[src/rtl/ysyx_25020047_exu_mc.sv]
// Multi-cycle execute unit: single-cycle ALU ops, bit-serial shifts and
// single-beat loads behind valid/ready handshakes on both sides.
module ysyx_25020047_exu_mc #(
    parameter int unsigned XLEN = 32,
    parameter int unsigned OPW  = 10
) (
    input  logic            clk,
    input  logic            rst,
    input  logic            in_valid,
    output logic            in_ready,
    input  logic [OPW-1:0]  op,
    input  logic [XLEN-1:0] rdata1,
    input  logic [XLEN-1:0] rdata2,
    input  logic [XLEN-1:0] imm,
    input  logic [4:0]      rd,
    output logic            out_valid,
    input  logic            out_ready,
    output logic [XLEN-1:0] result,
    output logic [4:0]      rd_out,
    output logic            reg_wen,
    output logic            ebreak,
    output logic            illegal,
    output logic            mem_req,
    output logic [XLEN-1:0] mem_addr,
    output logic [1:0]      mem_size,
    input  logic            mem_rvalid,
    input  logic [XLEN-1:0] mem_rdata
);

    localparam int unsigned ShW = $clog2(XLEN);
    localparam logic [OPW-1:0] OpMask = OPW'(10'h3FF);

    typedef enum logic [2:0] {
        StIdle,
        StShift,
        StMemReq,
        StMemWait,
        StDone
    } state_e;

    state_e          state_q;
    logic [XLEN-1:0] result_q;
    logic [4:0]      rd_q;
    logic            wen_q;
    logic            ebreak_q;
    logic            illegal_q;
    logic [XLEN-1:0] addr_q;
    logic [1:0]      size_q;
    logic            lbu_q;
    logic            srl_q;
    logic [ShW-1:0]  cnt_q;

    logic            is_legal;
    logic            writes_rd;
    logic [XLEN-1:0] sum_imm;
    logic [XLEN-1:0] alu_res;
    logic [XLEN-1:0] load_val;
    logic [ShW-1:0]  shamt;
    logic [7:0]      load_byte;

    // Legal means exactly one bit set, and that bit is one of the ten decoded ops.
    always_comb begin
        is_legal  = (op != '0) && ((op & (op - OPW'(1))) == '0) && ((op & OpMask) != '0);
        writes_rd = op[0] | op[1] | op[3] | op[4] | op[5] | op[6] | op[7] | op[8] | op[9];
        sum_imm   = rdata1 + imm;
        shamt     = rdata2[ShW-1:0];
    end

    always_comb begin
        alu_res = '0;
        if (op[0]) begin
            alu_res = sum_imm;
        end else if (op[1]) begin
            alu_res = {sum_imm[XLEN-1:1], 1'b0};
        end else if (op[3]) begin
            alu_res = rdata1 + rdata2;
        end else if (op[4]) begin
            alu_res = imm;
        end else if (op[7]) begin
            alu_res = rdata1 - rdata2;
        end
    end

    always_comb begin
        load_byte = mem_rdata[{addr_q[1:0], 3'b000} +: 8];
        if (lbu_q) begin
            load_val = XLEN'(load_byte);
        end else begin
            load_val = XLEN'(mem_rdata[31:0]);
        end
    end

    always_ff @(posedge clk) begin
        if (rst) begin
            state_q   <= StIdle;
            result_q  <= '0;
            rd_q      <= '0;
            wen_q     <= 1'b0;
            ebreak_q  <= 1'b0;
            illegal_q <= 1'b0;
            addr_q    <= '0;
            size_q    <= '0;
            lbu_q     <= 1'b0;
            srl_q     <= 1'b0;
            cnt_q     <= '0;
        end else begin
            unique case (state_q)
                StIdle: begin
                    if (in_valid) begin
                        rd_q      <= rd;
                        wen_q     <= is_legal && writes_rd && (rd != 5'd0);
                        ebreak_q  <= is_legal && op[2];
                        illegal_q <= !is_legal;
                        if (!is_legal) begin
                            result_q <= '0;
                            state_q  <= StDone;
                        end else if (op[5] || op[6]) begin
                            addr_q  <= sum_imm;
                            size_q  <= op[5] ? 2'b10 : 2'b00;
                            lbu_q   <= op[6];
                            state_q <= StMemReq;
                        end else if (op[8] || op[9]) begin
                            // result_q doubles as the shift working register.
                            result_q <= rdata1;
                            cnt_q    <= shamt;
                            srl_q    <= op[9];
                            state_q  <= (shamt == '0) ? StDone : StShift;
                        end else begin
                            result_q <= alu_res;
                            state_q  <= StDone;
                        end
                    end
                end
                StShift: begin
                    result_q <= srl_q ? (result_q >> 1) : (result_q << 1);
                    cnt_q    <= cnt_q - ShW'(1);
                    if (cnt_q == ShW'(1)) begin
                        state_q <= StDone;
                    end
                end
                StMemReq: begin
                    state_q <= StMemWait;
                end
                StMemWait: begin
                    if (mem_rvalid) begin
                        result_q <= load_val;
                        state_q  <= StDone;
                    end
                end
                StDone: begin
                    if (out_ready) begin
                        state_q <= StIdle;
                    end
                end
                default: begin
                    state_q <= StIdle;
                end
            endcase
        end
    end

    // Outputs are forced to their idle values whenever reset is high.
    always_comb begin
        in_ready  = rst || (state_q == StIdle);
        out_valid = !rst && (state_q == StDone);
        mem_req   = !rst && (state_q == StMemReq);
        reg_wen   = out_valid && wen_q;
        ebreak    = out_valid && ebreak_q;
        illegal   = out_valid && illegal_q;
        result    = rst ? '0 : result_q;
        rd_out    = rst ? 5'd0 : rd_q;
        mem_addr  = rst ? '0 : addr_q;
        mem_size  = rst ? 2'b00 : size_q;
    end

endmodule

[config.mk]
export PLATFORM = sky130hd
export DESIGN_NAME = ysyx_25020047_exu_mc
export DESIGN_NICKNAME = d
export VERILOG_FILES = /design/src/rtl/ysyx_25020047_exu_mc.sv
export SDC_FILE = /design/constraint.sdc
export NUM_CORES = 1
export LEC_CHECK = 0
export CAP_MARGIN = 10
export CORE_ASPECT_RATIO = 2
export CORE_MARGIN = 5
export CORE_UTILIZATION = 50
export DETAILED_ROUTE_END_ITERATION = 10
export GPL_TIMING_DRIVEN = 1
export PLACE_DENSITY = 0.77
export SKIP_CTS_REPAIR_TIMING = 1
export SLEW_MARGIN = 40
export SYNTH_ARGS = -nofsm -noshare
export SYNTH_HDL_FRONTEND = slang
export SYNTH_SLANG_ARGS = --single-unit
[constraint.sdc]
create_clock -name clk -period 3.1 [get_ports clk]
set_input_delay 0.31 -clock clk [delete_from_list [all_inputs] [get_ports clk]]
set_output_delay 0.31 -clock clk [all_outputs]
set_load 0.005 [all_outputs]
==> flow_summary.ini, run 1 <==
[global_routing]
grt_max_degree = 59
grt_usage_pct = 38.06
antenna_found_initial = 1
overflow = 0
grt_pass1_wl_um = 75430
first_global_vias = 14310

[pwr]
pwr-share-seq_pct = 23.3
power.density_mw_per_mm2 = 291.8
leakagePower_uw = 0.007097
total_power_uw = 4948
switching_share_pct = 38.75
ir_worst_vdd_mv = 0.5839
internal_power_uw = 3031
clkPwrFrac_pct = 23.2
switchingPower_uw = 1918
combinationalPowerShare_pct = 53.5

[yosys]
synthXorXnorAreaFrac_pct = 6.174
synth-async-reset-ratio_pct = 0
synth-adder-area-share_pct = 11.38
synth_area_mm2 = 0.01106
synth_top_area_share_pct = 15.02
synth.area.mux_share_pct = 3.709
synthTopCellsByArea = dfxtp_1, ha_1, a21oi_1, nand2_1, xnor2_1
syn_nets = 1843
syn_avg_cell_area_um2 = 6.928
ys_warn_count = 0
synth-compound-area-share_pct = 33.56
yosysSeqAreaShare_pct = 15.02
synth-edff-count = 0
synth_top_family_by_area = compound AO/OA/AOI/OAI gates
synth_flop_cell = dfxtp_1
yosys.area.top_type = dfxtp_1
synth_cells = 1597
ys_ff_latch = 83
synthDistinctLibCells = 86
synth-simple-area-share_pct = 23.69

[die]
floorplan.die.width_um = 115.2
die_h_um = 220.4
ios = 225
core_mm2 = 0.02197
die-area_mm2 = 0.02538
num_rows = 77
start_util_pct = 50.37

[place]
dpl_worst_slack_ns = -0.7200
port_buffers = 223
place_area_mm2 = 0.01588
dpl.hpwl_um = 41010
place_congestion = 1.095

[cts]
htree_levels = 3
cts_tree = done
clock-root-buffer = clkbuf_16
cts_made_buffers = 9
clockBufferDepth = 2
clk_pin_slew_ns = 0.07
cts_sinks = 83
clock_latency_ns = 0.36

[routing]
drtIter0Drc = 1318
routed_wl_um = 51110
vias = 14580
vias_per_cell = 6.207
wl_per_cell_um = 21.76
first_pass_iters = 9
drt.antenna.violating_nets = 0
route.detailed.drc = 0

[sta]
slew_viol_final = 0
max_freq_mhz = 330.3
worst_slack_ns = 0.07275
relSlewSlack_pct = 51.30
hold_viol = 0
finalSetupTns_ns = 0
skew_ns = 0.008820
post-route-min-period_ns = 3.027
rsz0062_at_grt = yes
worstMarginPinSlew_ns = 0.7278
setup_violations = 0
post-route-period-util_pct = 97.65

[worst_setup_path]
worstSetupEndpointType = flip-flop
start_kind = input pin
crit_required_ns = 3.37
setup.worst_path.class = input pin to flip-flop
worstPathMaxFanout = 4
critical_path_arrival_ns = 3.30

[layout]
nNetsFinal = 2313
multi_input_area_mm2 = 0.009370
final_cell_area_mm2 = 0.01696
seq_area_mm2 = 0.001662
num-fill-cells = 1712
syn2layout_area_growth_pct = 53.25
drive_above_1_share_pct = 24.18

[status]
status = complete, no violations

[hold_path]
min_path_type = input pin to flip-flop

[job]
cap_viol_max_count = 0
-- routing by layer --
layer | vias up | track usage, % | part of all wire (%)
met5 | - | 0 | 0
met4 | 0 | 28.79 | 8.6
met3 | 229 | 4.132 | 6.6
met2 | 806 | 67.85 | 50
met1 | 6818 | 40.15 | 35
li1 | 6728 | - | -
-- synth_stat cells, drive strengths merged, types with 13 or more instances --
master	number
dfxtp	83
mux2i	23
and2	13
o211ai	19
xor2	16
nand3	34
nor2b	86
inv	73
a21o	17
o31ai	14
a21oi	206
a31oi	14
xnor2	62
ha	95
mux2	16
buf	28
nor3	27
o21ai	102
a211oi	36
clkbuf	81
a311oi	15
a211o	14
nor2	132
o21bai	20
a221oi	20
nand2b	20
nand2	176
o21a	13
-- flip-flops by register name, summed over array words and instances (netlist names), 3 cells and up --
| signal | flops |
|---|---|
| addr_q | 32 |
| cnt_q | 5 |
| rd_q | 5 |
| result_q | 32 |
| state_q | 3 |
-- final timing paths --
path / slack [ns] / from / endpoint / cells past startpoint
worst max-delay path: 0.07 / rdata1[8] / result_q[28]$_SDFFE_PP0P_ / 11
worst min-delay path: 0.31 / rst / ebreak_q$_SDFFE_PP0P_ / 2
worst max register to register: 0.49 / state_q[0]$_SDFFE_PP0P_ / result_q[29]$_SDFFE_PP0P_ / 9
worst min register to register: 0.45 / addr_q[21]$_SDFFE_PP0P_ / addr_q[21]$_SDFFE_PP0P_ / 2
-- cell type report --
type,instances,area share [%]
clock inverter,7,0.4944
tap,276,2.037
timing repair buffer,568,29.45
clock buffer,9,1.328
inverter,73,1.616
multi-input combinational,1332,55.26
sequential,83,9.799
antenna,1,0.01476
-- power by group through the flow --
| stage | combinational [uW] | sequential [uW] | clock, uW |
|---|---|---|---|
| 2_1_floorplan | 1190 | 1150 | 0 |
| 3_3_place_gp | 2380 | 1170 | 0 |
| 3_5_place_dp | 2410 | 1170 | 0 |
| 4_1_cts | 2420 | 1150 | 1160 |
| 5_1_grt | 2820 | 1160 | 1200 |
| 6_report | 2650 | 1150 | 1150 |
-- cell families after synthesis --
logic type / Yosys count
AO/OA/AOI/OAI: 568
XOR/XNOR: 78
AND/OR/NAND/NOR: 547
multiplexers: 39
other: 1
flip-flops: 83
adder cells (fa/ha/maj): 99
buffers and inverters: 182
-- placed cells by master, fill, tap and decap left out, types with 23 or more instances in the layout --
cell / n
a211oi_1: 28
a21oi_1: 190
buf_4: 336
clkdlybuf4s50_1: 193
dfxtp_1: 83
dlymetal6s2s_1: 27
ha_1: 77
inv_1: 65
mux2i_1: 23
nand2_1: 174
nand3_1: 32
nor2_1: 127
nor2b_1: 84
nor3_1: 25
o21ai_0: 85
xnor2_1: 59
-- worst max-delay path, cell delays in order --
cell	delay [ns]
clkdlybuf4s50_1	0.55
ha_4	0.25
buf_4	0.17
nor2_1	0.30
a41oi_4	0.21
o21a_1	0.28
o21ai_1	0.30
a41oi_2	0.20
mux2i_1	0.16
a211o_1	0.34
a211oi_1	0.23
-- stage by stage --
stage / cells / hold slack, ns / utilization [%]
5_1_grt: 2348 / 0.3266 / 77.18
3_5_place_dp: 2326 / 0.4405 / 72.28
2_1_floorplan: 1597 / 0.4273 / -
4_1_cts: 2342 / 0.2915 / 73.69
3_3_place_gp: 2326 / 0.4359 / 72.28
6_report: 2349 / 0.3117 / 77.19
(Power assumes the default switching activity.)
==> run 2, diff against run 1 <==
--- a/config.mk
+++ b/config.mk
@@ -9,6 +9,7 @@
 export CORE_ASPECT_RATIO = 2
 export CORE_MARGIN = 5
 export CORE_UTILIZATION = 50
+export CTS_CLUSTER_DIAMETER = 80
 export DETAILED_ROUTE_END_ITERATION = 10
 export GPL_TIMING_DRIVEN = 1
 export PLACE_DENSITY = 0.77
==> results of run 2 <==
The final DEF is identical to that of run 1; final timing and power are the same.
